==> src/rtl/ocx_tlx_axi_pkg.sv <==
// Shared TLX opcodes, AXI response encodings and the response-opcode classifier
// for the OpenCAPI responder.
package ocx_tlx_axi_pkg;

  localparam logic [7:0] OPC_RD_MEM          = 8'h20;
  localparam logic [7:0] OPC_WR_MEM          = 8'h81;
  localparam logic [7:0] OPC_MEM_RD_RESPONSE = 8'h01;
  localparam logic [7:0] OPC_MEM_RD_FAIL     = 8'h02;
  localparam logic [7:0] OPC_MEM_WR_RESPONSE = 8'h04;
  localparam logic [7:0] OPC_MEM_WR_FAIL     = 8'h05;

  localparam logic [1:0] RESP_OKAY   = 2'b00;
  localparam logic [1:0] RESP_SLVERR = 2'b10;

  localparam logic [2:0] RUSER_NONE = 3'b000;
  localparam logic [2:0] RUSER_FAIL = 3'b001;

  typedef enum logic [2:0] {
    RSP_NONE,
    RSP_RD_OK,
    RSP_RD_FAIL,
    RSP_WR_OK,
    RSP_WR_FAIL
  } rsp_kind_e;

  // Classify a TLX response opcode; anything unrecognised is RSP_NONE.
  function automatic rsp_kind_e decode_rsp(input logic [7:0] opcode);
    rsp_kind_e kind;
    kind = RSP_NONE;
    case (opcode)
      OPC_MEM_RD_RESPONSE: kind = RSP_RD_OK;
      OPC_MEM_RD_FAIL:     kind = RSP_RD_FAIL;
      OPC_MEM_WR_RESPONSE: kind = RSP_WR_OK;
      OPC_MEM_WR_FAIL:     kind = RSP_WR_FAIL;
      default:             kind = RSP_NONE;
    endcase
    return kind;
  endfunction

endpackage

==> src/rtl/ocx_tlx_credit_ctr.sv <==
// Downstream command credit counter: decrement on load, increment on returned
// credit, saturating at CREDITS.
module ocx_tlx_credit_ctr #(
  parameter int unsigned CREDITS = 8
) (
  input  logic       clk,
  input  logic       rst_n,
  input  logic       load_i,
  input  logic       credit_i,
  output logic [3:0] count_o
);

  localparam logic [3:0] MAX_CREDITS = 4'(CREDITS);

  logic [3:0] count_q;
  logic [3:0] count_d;

  // Load and credit in the same cycle cancel out.
  always_comb begin
    count_d = count_q;
    if (load_i && !credit_i && (count_q != 4'd0)) begin
      count_d = count_q - 4'd1;
    end else if (credit_i && !load_i && (count_q != MAX_CREDITS)) begin
      count_d = count_q + 4'd1;
    end
  end

  always_ff @(posedge clk or negedge rst_n) begin
    if (!rst_n) begin
      count_q <= MAX_CREDITS;
    end else begin
      count_q <= count_d;
    end
  end

  assign count_o = count_q;

endmodule

==> src/rtl/ocx_tlx_oc_responder.sv <==
// Alternating write/read command issue onto the TLX command channel with
// credit flow control, plus TLX response decode into AXI B/R pulses.
module ocx_tlx_oc_responder
  import ocx_tlx_axi_pkg::*;
#(
  parameter int unsigned ADDR_WIDTH = 64,
  parameter int unsigned DATA_WIDTH = 64,
  parameter int unsigned ID_WIDTH   = 4,
  parameter int unsigned CREDITS    = 8
) (
  input  logic                    s0_axi_aclk,
  input  logic                    s0_axi_aresetn,

  input  logic                    oc_write_command_ready,
  input  logic [ADDR_WIDTH-1:0]   oc_write_command_address,
  input  logic [7:0]              oc_write_command_length,
  input  logic [DATA_WIDTH-1:0]   oc_write_command_data,
  input  logic [DATA_WIDTH-1:0]   oc_write_command_data2,
  input  logic [ID_WIDTH-1:0]     oc_write_command_id,
  output logic                    oc_write_command_taken,

  input  logic                    oc_read_command_ready,
  input  logic [ADDR_WIDTH-1:0]   oc_read_command_address,
  input  logic [7:0]              oc_read_command_length,
  input  logic [ID_WIDTH-1:0]     oc_read_command_id,
  output logic                    oc_read_command_taken,

  output logic                    tlx_cmd_valid,
  output logic [7:0]              tlx_cmd_opcode,
  output logic [ADDR_WIDTH-1:0]   tlx_cmd_addr,
  output logic [7:0]              tlx_cmd_dl,
  output logic [ID_WIDTH-1:0]     tlx_cmd_tag,
  output logic [2*DATA_WIDTH-1:0] tlx_cmd_data,
  input  logic                    tlx_cmd_ready,
  input  logic                    tlx_cmd_credit,

  input  logic                    tlx_resp_valid,
  input  logic [7:0]              tlx_resp_opcode,
  input  logic [ID_WIDTH-1:0]     tlx_resp_tag,
  input  logic [DATA_WIDTH-1:0]   tlx_resp_data,

  output logic                    oc_trans_bvalid,
  output logic [ID_WIDTH-1:0]     oc_trans_bid,
  output logic [1:0]              oc_trans_bresp,
  output logic                    oc_trans_rvalid,
  output logic [ID_WIDTH-1:0]     oc_trans_rid,
  output logic [DATA_WIDTH-1:0]   oc_trans_rdata,
  output logic [1:0]              oc_trans_rresp,
  output logic [2:0]              oc_trans_ruser,

  output logic [3:0]              credits_avail,
  output logic                    unexpected_resp
);

  logic [3:0] credits_c;
  logic       can_load_c;
  logic       grant_wr_c;
  logic       grant_rd_c;
  logic       load_c;

  // Set when the next contended grant should go to the write side.
  logic prio_wr_q, prio_wr_d;

  logic                    cmd_valid_q,  cmd_valid_d;
  logic [7:0]              cmd_opcode_q, cmd_opcode_d;
  logic [ADDR_WIDTH-1:0]   cmd_addr_q,   cmd_addr_d;
  logic [7:0]              cmd_dl_q,     cmd_dl_d;
  logic [ID_WIDTH-1:0]     cmd_tag_q,    cmd_tag_d;
  logic [2*DATA_WIDTH-1:0] cmd_data_q,   cmd_data_d;

  ocx_tlx_credit_ctr #(
    .CREDITS (CREDITS)
  ) u_credit_ctr (
    .clk      (s0_axi_aclk),
    .rst_n    (s0_axi_aresetn),
    .load_i   (load_c),
    .credit_i (tlx_cmd_credit),
    .count_o  (credits_c)
  );

  // Reset gates the grant so nothing is taken while held in reset.
  always_comb begin
    can_load_c = s0_axi_aresetn && (!cmd_valid_q || tlx_cmd_ready) &&
                 (credits_c != 4'd0) &&
                 (oc_write_command_ready || oc_read_command_ready);
    grant_wr_c = can_load_c && oc_write_command_ready &&
                 (!oc_read_command_ready || prio_wr_q);
    grant_rd_c = can_load_c && oc_read_command_ready && !grant_wr_c;
    load_c     = grant_wr_c || grant_rd_c;
  end

  always_comb begin
    prio_wr_d    = prio_wr_q;
    cmd_valid_d  = cmd_valid_q;
    cmd_opcode_d = cmd_opcode_q;
    cmd_addr_d   = cmd_addr_q;
    cmd_dl_d     = cmd_dl_q;
    cmd_tag_d    = cmd_tag_q;
    cmd_data_d   = cmd_data_q;
    if (grant_wr_c) begin
      prio_wr_d    = 1'b0;
      cmd_valid_d  = 1'b1;
      cmd_opcode_d = OPC_WR_MEM;
      cmd_addr_d   = oc_write_command_address;
      cmd_dl_d     = oc_write_command_length;
      cmd_tag_d    = oc_write_command_id;
      cmd_data_d   = {oc_write_command_data2, oc_write_command_data};
    end else if (grant_rd_c) begin
      prio_wr_d    = 1'b1;
      cmd_valid_d  = 1'b1;
      cmd_opcode_d = OPC_RD_MEM;
      cmd_addr_d   = oc_read_command_address;
      cmd_dl_d     = oc_read_command_length;
      cmd_tag_d    = oc_read_command_id;
      cmd_data_d   = '0;
    end else if (cmd_valid_q && tlx_cmd_ready) begin
      cmd_valid_d  = 1'b0;
    end
  end

  always_ff @(posedge s0_axi_aclk or negedge s0_axi_aresetn) begin
    if (!s0_axi_aresetn) begin
      prio_wr_q    <= 1'b1;
      cmd_valid_q  <= 1'b0;
      cmd_opcode_q <= '0;
      cmd_addr_q   <= '0;
      cmd_dl_q     <= '0;
      cmd_tag_q    <= '0;
      cmd_data_q   <= '0;
    end else begin
      prio_wr_q    <= prio_wr_d;
      cmd_valid_q  <= cmd_valid_d;
      cmd_opcode_q <= cmd_opcode_d;
      cmd_addr_q   <= cmd_addr_d;
      cmd_dl_q     <= cmd_dl_d;
      cmd_tag_q    <= cmd_tag_d;
      cmd_data_q   <= cmd_data_d;
    end
  end

  logic                  bvalid_q, bvalid_d;
  logic [ID_WIDTH-1:0]   bid_q,    bid_d;
  logic [1:0]            bresp_q,  bresp_d;
  logic                  rvalid_q, rvalid_d;
  logic [ID_WIDTH-1:0]   rid_q,    rid_d;
  logic [DATA_WIDTH-1:0] rdata_q,  rdata_d;
  logic [1:0]            rresp_q,  rresp_d;
  logic [2:0]            ruser_q,  ruser_d;
  logic                  unexp_q,  unexp_d;

  // Response payloads hold between responses; valids are one-cycle pulses.
  always_comb begin
    bvalid_d = 1'b0;
    rvalid_d = 1'b0;
    bid_d    = bid_q;
    bresp_d  = bresp_q;
    rid_d    = rid_q;
    rdata_d  = rdata_q;
    rresp_d  = rresp_q;
    ruser_d  = ruser_q;
    unexp_d  = unexp_q;
    if (tlx_resp_valid) begin
      case (decode_rsp(tlx_resp_opcode))
        RSP_WR_OK: begin
          bvalid_d = 1'b1;
          bid_d    = tlx_resp_tag;
          bresp_d  = RESP_OKAY;
        end
        RSP_WR_FAIL: begin
          bvalid_d = 1'b1;
          bid_d    = tlx_resp_tag;
          bresp_d  = RESP_SLVERR;
        end
        RSP_RD_OK: begin
          rvalid_d = 1'b1;
          rid_d    = tlx_resp_tag;
          rdata_d  = tlx_resp_data;
          rresp_d  = RESP_OKAY;
          ruser_d  = RUSER_NONE;
        end
        RSP_RD_FAIL: begin
          rvalid_d = 1'b1;
          rid_d    = tlx_resp_tag;
          rdata_d  = '0;
          rresp_d  = RESP_SLVERR;
          ruser_d  = RUSER_FAIL;
        end
        default: unexp_d = 1'b1;
      endcase
    end
  end

  always_ff @(posedge s0_axi_aclk or negedge s0_axi_aresetn) begin
    if (!s0_axi_aresetn) begin
      bvalid_q <= 1'b0;
      bid_q    <= '0;
      bresp_q  <= '0;
      rvalid_q <= 1'b0;
      rid_q    <= '0;
      rdata_q  <= '0;
      rresp_q  <= '0;
      ruser_q  <= '0;
      unexp_q  <= 1'b0;
    end else begin
      bvalid_q <= bvalid_d;
      bid_q    <= bid_d;
      bresp_q  <= bresp_d;
      rvalid_q <= rvalid_d;
      rid_q    <= rid_d;
      rdata_q  <= rdata_d;
      rresp_q  <= rresp_d;
      ruser_q  <= ruser_d;
      unexp_q  <= unexp_d;
    end
  end

  assign oc_write_command_taken = grant_wr_c;
  assign oc_read_command_taken  = grant_rd_c;

  assign tlx_cmd_valid  = cmd_valid_q;
  assign tlx_cmd_opcode = cmd_opcode_q;
  assign tlx_cmd_addr   = cmd_addr_q;
  assign tlx_cmd_dl     = cmd_dl_q;
  assign tlx_cmd_tag    = cmd_tag_q;
  assign tlx_cmd_data   = cmd_data_q;

  assign oc_trans_bvalid = bvalid_q;
  assign oc_trans_bid    = bid_q;
  assign oc_trans_bresp  = bresp_q;
  assign oc_trans_rvalid = rvalid_q;
  assign oc_trans_rid    = rid_q;
  assign oc_trans_rdata  = rdata_q;
  assign oc_trans_rresp  = rresp_q;
  assign oc_trans_ruser  = ruser_q;

  assign credits_avail   = credits_c;
  assign unexpected_resp = unexp_q;

endmodule

==> config.mk <==
export PLATFORM = sky130hd
export DESIGN_NAME = ocx_tlx_oc_responder
export DESIGN_NICKNAME = d
export VERILOG_FILES = /design/src/rtl/ocx_tlx_axi_pkg.sv /design/src/rtl/ocx_tlx_credit_ctr.sv /design/src/rtl/ocx_tlx_oc_responder.sv
export SDC_FILE = /design/constraint.sdc
export NUM_CORES = 1
export LEC_CHECK = 0
export BUFFER_PORTS_ARGS = -buffer_cell sky130_fd_sc_hd__buf_2
export CORE_AREA = 3 3 254 256
export DETAILED_ROUTE_END_ITERATION = 10
export DIE_AREA = 0 0 257 259
export SLEW_MARGIN = 20
export SYNTH_ARGS = -nofsm -noshare
export SYNTH_HDL_FRONTEND = slang
export SYNTH_HIERARCHICAL = 1
export SYNTH_SLANG_ARGS = --single-unit
export TNS_END_PERCENT = 50
==> constraint.sdc <==
create_clock -name s0_axi_aclk -period 3.2 [get_ports s0_axi_aclk]
set_input_delay 0.16 -clock s0_axi_aclk [delete_from_list [all_inputs] [get_ports s0_axi_aclk]]
set_output_delay 0.16 -clock s0_axi_aclk [all_outputs]
set_load 0.03 [all_outputs]
# Yosys cells after proc, flatten, opt, wreduce, memory -nomap -nowiden
# Index checks and enable logic that the tools add are counted.
[totals] ff_bits=300 inputBits=363 out_inout_bits=301 wordCells=91
[classes] n_addsub=2 eq_ne=9 mux=27 bitwise=1 n_reduce_logical=35
[op_table] operator="$mux W128" n=2
[op_table] operator="$mux W64" n=2
[op_table] operator="$pmux W64 S2" n=1
[op_table] operator="$mux W8" n=4
[op_table] operator="$eq A8 B3 Y1 const B" n=2
[op_table] operator="$mux W4" n=4
[op_table] operator="$logic_and A1 B1 Y1" n=12
[op_table] operator="$pmux W3 S4" n=1
[op_table] operator="$reduce_and A2 Y1" n=5
[op_table] operator="$mux W1" n=9
[op_table] operator="$eq A8 B1 Y1 const B" n=1
[op_table] operator="$eq A8 B2 Y1 const B" n=1
[op_table] operator="$pmux W2 S2" n=2
[op_table] operator="$reduce_bool A2 Y1" n=4
[op_table] operator="$eq A3 B2 Y1 const B" n=2
[op_table] operator="$pmux W3 S2" n=1
[op_table] operator="$logic_not A1 Y1" n=5
[op_table] operator="$add A4 B1 Y4 const B" n=1
[op_table] operator="$logic_or A1 B1 Y1" n=4
[op_table] operator="$ne A4 B4 Y1 const B" n=1
[op_table] operator="$reduce_bool A4 Y1" n=1
[op_table] operator="$reduce_or A2 Y1" n=2
[op_table] operator="$reduce_or A4 Y1" n=1
[op_table] operator="$sub A4 B1 Y4 const B" n=1
[op_table] operator="other kinds (5)" n=5

# Longest topological paths before layout
[depth] word_depth=15 ltp_mapped=13 ltp_nobuf=9

# Hierarchy
# The synthesis kept the hierarchy.
[by_module_without_submodules] mod="ocx_tlx_oc_responder" n_inst=1 cells_per_inst=1128 area_each_um2=12549.5 seq_area_each_um2=7133.1
[by_module_without_submodules] mod="ocx_tlx_credit_ctr" n_inst=1 cells_per_inst=23 area_each_um2=252.7 seq_area_each_um2=101.3

# Worst setup path before layout
# OpenSTA, ideal clock, no wires.
[synth_timing] path_type="flip-flop to flip-flop" from="register u_credit_ctr.count_q[0], in the netlist u_credit_ctr/count_o[0]" to="register u_credit_ctr.count_q[1], in the netlist u_credit_ctr/count_o[1]" setup_ns=0.125 t_arrival_ns=2.520 required_ns=3.075 slack_ns=0.555 path_stages_with_launch=11 path_buffers=3 synth_period_minus_slack_ns=2.645 path_cell_list="dfrtp_1 > or4_1 > buf_2 > nand4_2 > buf_6 > inv_2 > buf_2 > nor3b_1 > xor2_1 > ha_1 > mux2_4"
[synth_between] word_cells_on_any_way=20 classes_between="add/sub (2); eq/ne (1); mux (2); reduce/logical (15)"
[synth_rtl] element="start: declaration" line="ocx_tlx_credit_ctr.sv:15" rtl="logic [3:0] count_q;"
[synth_rtl] element="start signal: assignment" line="ocx_tlx_credit_ctr.sv:32" rtl="count_q <= count_d;"
[synth_rtl] element="$reduce_bool A4 Y1" line="ocx_tlx_credit_ctr.sv:21, ocx_tlx_oc_responder.sv:84"
[synth_rtl] element="$logic_and A1 B1 Y1" line="ocx_tlx_oc_responder.sv:83" rtl="can_load_c = s0_axi_aresetn && (!cmd_valid_q || tlx_cmd_ready) &&"
[synth_rtl] element="$logic_and A1 B1 Y1" line="ocx_tlx_oc_responder.sv:84" rtl="(credits_c != 4'd0) &&"
[synth_rtl] element="$logic_and A1 B1 Y1 (2 in series)" line="ocx_tlx_oc_responder.sv:86" rtl="grant_wr_c = can_load_c && oc_write_command_ready &&"
[synth_rtl] element="$logic_not A1 Y1" line="ocx_tlx_oc_responder.sv:88" rtl="grant_rd_c = can_load_c && oc_read_command_ready && !grant_wr_c;"
[synth_rtl] element="$logic_and A1 B1 Y1" line="ocx_tlx_oc_responder.sv:88"
[synth_rtl] element="$logic_or A1 B1 Y1" line="ocx_tlx_oc_responder.sv:89" rtl="load_c = grant_wr_c || grant_rd_c;"
[synth_rtl] element="$logic_and A1 B1 Y1 (2 in series)" line="ocx_tlx_credit_ctr.sv:21" rtl="if (load_i && !credit_i && (count_q != 4'd0)) begin"
[synth_rtl] element="$mux W4 *" line="ocx_tlx_credit_ctr.sv:21"
[synth_rtl] element="via u_credit_ctr.count_d[1]" line="ocx_tlx_credit_ctr.sv:16" rtl="logic [3:0] count_d;"
# The timed path passes the listed nets; every way through them passes the cells marked *. The select of a mux whose other input is x is not followed.
# A chain may end at the register's enable or synchronous reset.

# Worst setup path after layout
[layout_timing] from="register u_credit_ctr.count_q[1], in the netlist u_credit_ctr/count_o[1]" to="output port oc_write_command_taken"
[layout_between] elab_chain_cells=5
[layout_lines] element="$reduce_bool A4 Y1" line="ocx_tlx_oc_responder.sv:84"
[layout_lines] element="$logic_and A1 B1 Y1" line="ocx_tlx_oc_responder.sv:83"
[layout_lines] element="$logic_and A1 B1 Y1" line="ocx_tlx_oc_responder.sv:84"
[layout_lines] element="$logic_and A1 B1 Y1 (2 in series)" line="ocx_tlx_oc_responder.sv:86"
[layout_lines] element="end: declaration" line="ocx_tlx_oc_responder.sv:20" rtl="output logic oc_write_command_taken,"
# No other way between the ends.

==> impl_metrics.csv <==
group,metric,value,unit
worst_setup_path,r2r_start,"u_credit_ctr/count_o[1]$_DFFE_PN0P_",
worst_setup_path,rr_endpoint,"tlx_cmd_addr[24]$_DFFE_PN0P_",
power_and_ir_drop,p_sw,7170,uW
logic_synthesis,synthArstFlopShare,100,%
power_and_ir_drop,vdd_drop_max,490,uV
power_and_ir_drop,leakagePower,0.00998,uW
sta,worstMarginPinSlew,1.02,ns
logic_synthesis,synth_area_leaders,"dfrtp_1 56%, a32o_1 10%, o221ai_1 4.4%",
finish,fin_cells,2961,
drt,via_per_inst,4.82,
worst_setup_path,critPathCaptureType,"output pin",
grt,gr-usage-all-layers,16.2,%
sta,fin_setup_tns,0,ns
clock_tree,clk_latency,0.54,ns
die,rows,92,
logic_synthesis,synth_warnings,6,
drt,drc_errors,0,
power_and_ir_drop,internal-power,9940,uW
placement,gp_congestion,0.973,
clock_tree,cts_tree,"done",
worst_setup_path,path_buf_inv,2,
logic_synthesis,ys_types,50,
worst_setup_path,cp_cell_sequence,"or4_2 > buf_4 > nand3_2 > nor3_1 > buf_2",
sta,rsz0062_at_grt,"no",
worst_setup_path,arrival,2.71,ns
power_and_ir_drop,swShare,41.9,%
sta,maxSlewViolCount,0,
power_and_ir_drop,power_frac_comb,43.5,%
die,start_util,20.4,%
placement,numPortBuffers,654,
sta,max_freq,0.348,GHz
worst_setup_path,path_delay_family,"simple AND/OR/NAND/NOR gates",
power_and_ir_drop,clkPwrFrac,23.8,%
die,core,62700,sq um
die,dieArea,66600,sq um
logic_synthesis,seq_area_frac_synth,56.5,%
clock_tree,h-tree-depth,2,
worst_setup_path,reg2regPathDepth,6,
sta,slew_headroom,32.0,%
logic_synthesis,ys_ff_latch,289,
sta,timing.final.crit_share,89.7,%
clock_tree,numCtsBuffers,35,
run_status,status,"complete, no violations",
finish,num-fill-cells,6222,
worst_setup_path,cp-startpoint,"u_credit_ctr/count_o[1]$_DFFE_PN0P_",
grt,grt_max_degree,155,
sta,layout_setup_ws,0.328,ns
logic_synthesis,yosysMostFrequentCell,"dfrtp_1",
clock_tree,clock_sinks,289,
clock_tree,cts.reportedPaths.clkPinSlew,0.06,ns
logic_synthesis,netlist_area,12800,sq um
die,dieWidth,257,um
clock_tree,root_buffer,"clkbuf_16",
flow_run,maxCapViolations,0,
sta,hold_viol,0,
finish,drive_above_1_share,36.3,%
worst_setup_path,critPathKind,"flop to output pin",
finish,final_area,21500,sq um
placement,dpl-instance-area,16800,sq um
sta,period_minus_slack,2.87,ns
worst_setup_path,path_depth,5,
finish,area_growth,68.1,%
worst_setup_path,cp-start-kind,"flop",
logic_synthesis,netlist_top_cells_count,"287 x dfrtp_1, 130 x nand2_1, 128 x a32o_1",
hold_path,hold_path_class,"input port to flop",
drt,routed_wl,56.5,mm
logic_synthesis,synthCells,1151,
logic_synthesis,synth-edff-count,0,
worst_setup_path,crit_path_max_incr_delay,0.76,ns
placement,dp_cells,2540,
die,pin_count,664,
power_and_ir_drop,finalPower,17100,uW
finish,nets,2449,
grt,grt.overflow.total,0,
logic_synthesis,yosysTopAreaCell,"dfrtp_1",
worst_setup_path,r2r_slack,0.34,ns
drt,drt-initial-drc-count,1469,
drt,vias,14300,
worst_setup_path,worstPathMaxFanout,21,
die,die_h,259,um
grt,grt_first_pass_wirelength,86.8,mm
logic_synthesis,synth_top_area_share,56.1,%
worst_setup_path,worst-endpoint-required,3.04,ns
logic_synthesis,syn_area_per_cell,11.1,sq um
sta,setup_viol,0,
logic_synthesis,synth_ff_type,"dfrtp_1",
drt,wl_per_cell,19.1,um
worst_setup_path,crit_slowest_cell,"or4_2",
power_and_ir_drop,pwr_density_cell,795,nW/um^2
grt,antenna_found_initial,5,
sta,finClkSkew,0.0214,ns
grt,grt_pass1_vias,14900,
drt,firstDrtPassIters,6,
worst_setup_path,worstSetupEndpoint,"oc_write_command_taken",
drt,antenna_left,0,
power_and_ir_drop,p_seq_share,32.6,%
placement,hpwl,37.1,mm
placement,dpl_worst_slack,0.561,ns
clock_tree,clockBufferDepth,3,
## metal layers
metal  global-route usage, %  share of wire (%)  up-vias
met5                       0                  0        -
met3                    3.98                7.7      141
met4                    7.01                4.2        0
li1                        -                  -     6301
met2                    27.9                 50      791
met1                    19.1                 39     7044
## tightest hold or removal path, stage by stage
cell     delay [ns]
buf_2          0.16
a31oi_1        0.16
a21oi_1        0.05
## power groups by stage
stage | Sequential (uW) | Combinational (uW) | Clock (uW)
6_report | 5580 | 7450 | 4080
5_1_grt | 5710 | 7880 | 4390
4_1_cts | 5560 | 7410 | 4220
3_5_place_dp | 5600 | 6610 | 0
3_3_place_gp | 5550 | 6520 | 0
2_1_floorplan | 7750 | 2020 | 0
## cells in the final DEF, fill, tap and decap left out, types with 4 or more instances in the layout
| cell type | Yosys | routed |
|---|---|---|
| dfrtp_1 | 287 | 287 |
| o21ai_0 | 54 | 54 |
| a41oi_1 | 52 | 52 |
| inv_1 | 68 | 68 |
| nand2_1 | 130 | 129 |
| o2bb2ai_1 | 24 | 24 |
| a32oi_1 | 24 | 24 |
| o221ai_1 | 64 | 64 |
| nand4_1 | 4 | 4 |
| conb_1 | 1 | 9 |
| buf_4 | 11 | 23 |
| clkbuf_1 | 87 | 9 |
| buf_12 | 0 | 4 |
| buf_2 | 22 | 653 |
| dlygate4sd3_1 | 0 | 353 |
| a31oi_1 | 53 | 53 |
| nand3_1 | 54 | 53 |
| clkbuf_16 | 0 | 36 |
| clkbuf_8 | 0 | 13 |
| a32o_1 | 128 | 128 |
| mux2_2 | 9 | 9 |
## kinds of logic after synthesis
logic type / after synthesis / share of synthesized area, %
compound gates: 410 / 26.5
flops: 289 / 56.5
simple gates: 219 / 7.81
buf+inv: 216 / 7.75
mux: 11 / 0.987
xor+xnor: 4 / 0.274
fa+ha+maj: 1 / 0.0977
other cells: 1 / 0.0293
## worst min-delay path by stage
stage,from,to,depth (start not counted)
floorplan,s0_axi_aresetn,oc_trans_bid[0]$_DFFE_PN0P_,0
global placement,s0_axi_aresetn,tlx_cmd_data[124]$_DFFE_PN0P_,2
detailed placement,s0_axi_aresetn,tlx_cmd_data[124]$_DFFE_PN0P_,2
CTS,tlx_resp_opcode[1],oc_trans_ruser[0]$_DFFE_PN0P_,3
global route,tlx_resp_opcode[1],oc_trans_ruser[0]$_DFFE_PN0P_,3
finish,tlx_resp_opcode[1],oc_trans_ruser[0]$_DFFE_PN0P_,3
## flip-flops by register name, indices dropped and copies added (netlist names), 2 cells and up
signal,count
tlx_cmd_addr,64
u_credit_ctr/count_o,4
tlx_cmd_tag,4
tlx_cmd_data,128
tlx_cmd_dl,8
oc_trans_rid,4
oc_trans_bid,4
tlx_cmd_opcode,2
oc_trans_rdata,64
## metrics by stage
stage	hold slack (ns)	util [%]
detailed placement	0.308	26.7
global placement	0.302	26.7
finish	0.0375	34.3
CTS	0.00118	34.2
global route	0.0449	34.3
floorplan	-0.136	-
## layout make-up
class	instances	area, sq um	area share, %
flip-flops and latches	289	7230	33.6
repair buffers	1035	7100	33.0
clock inverters	6	72.6	0.337
well taps	846	1060	4.92
multi-input cells	654	4670	21.7
clock buffers	58	1110	5.17
diodes	3	7.51	0.0349
inverters	70	263	1.22
## repair_timing
action	4_1_cts	5_1_grt
hold endpoints to repair	525	0
hold buffers	353	0
gates resized for setup	0	0
buffers inserted	0	0
(Power assumes the default switching activity.)
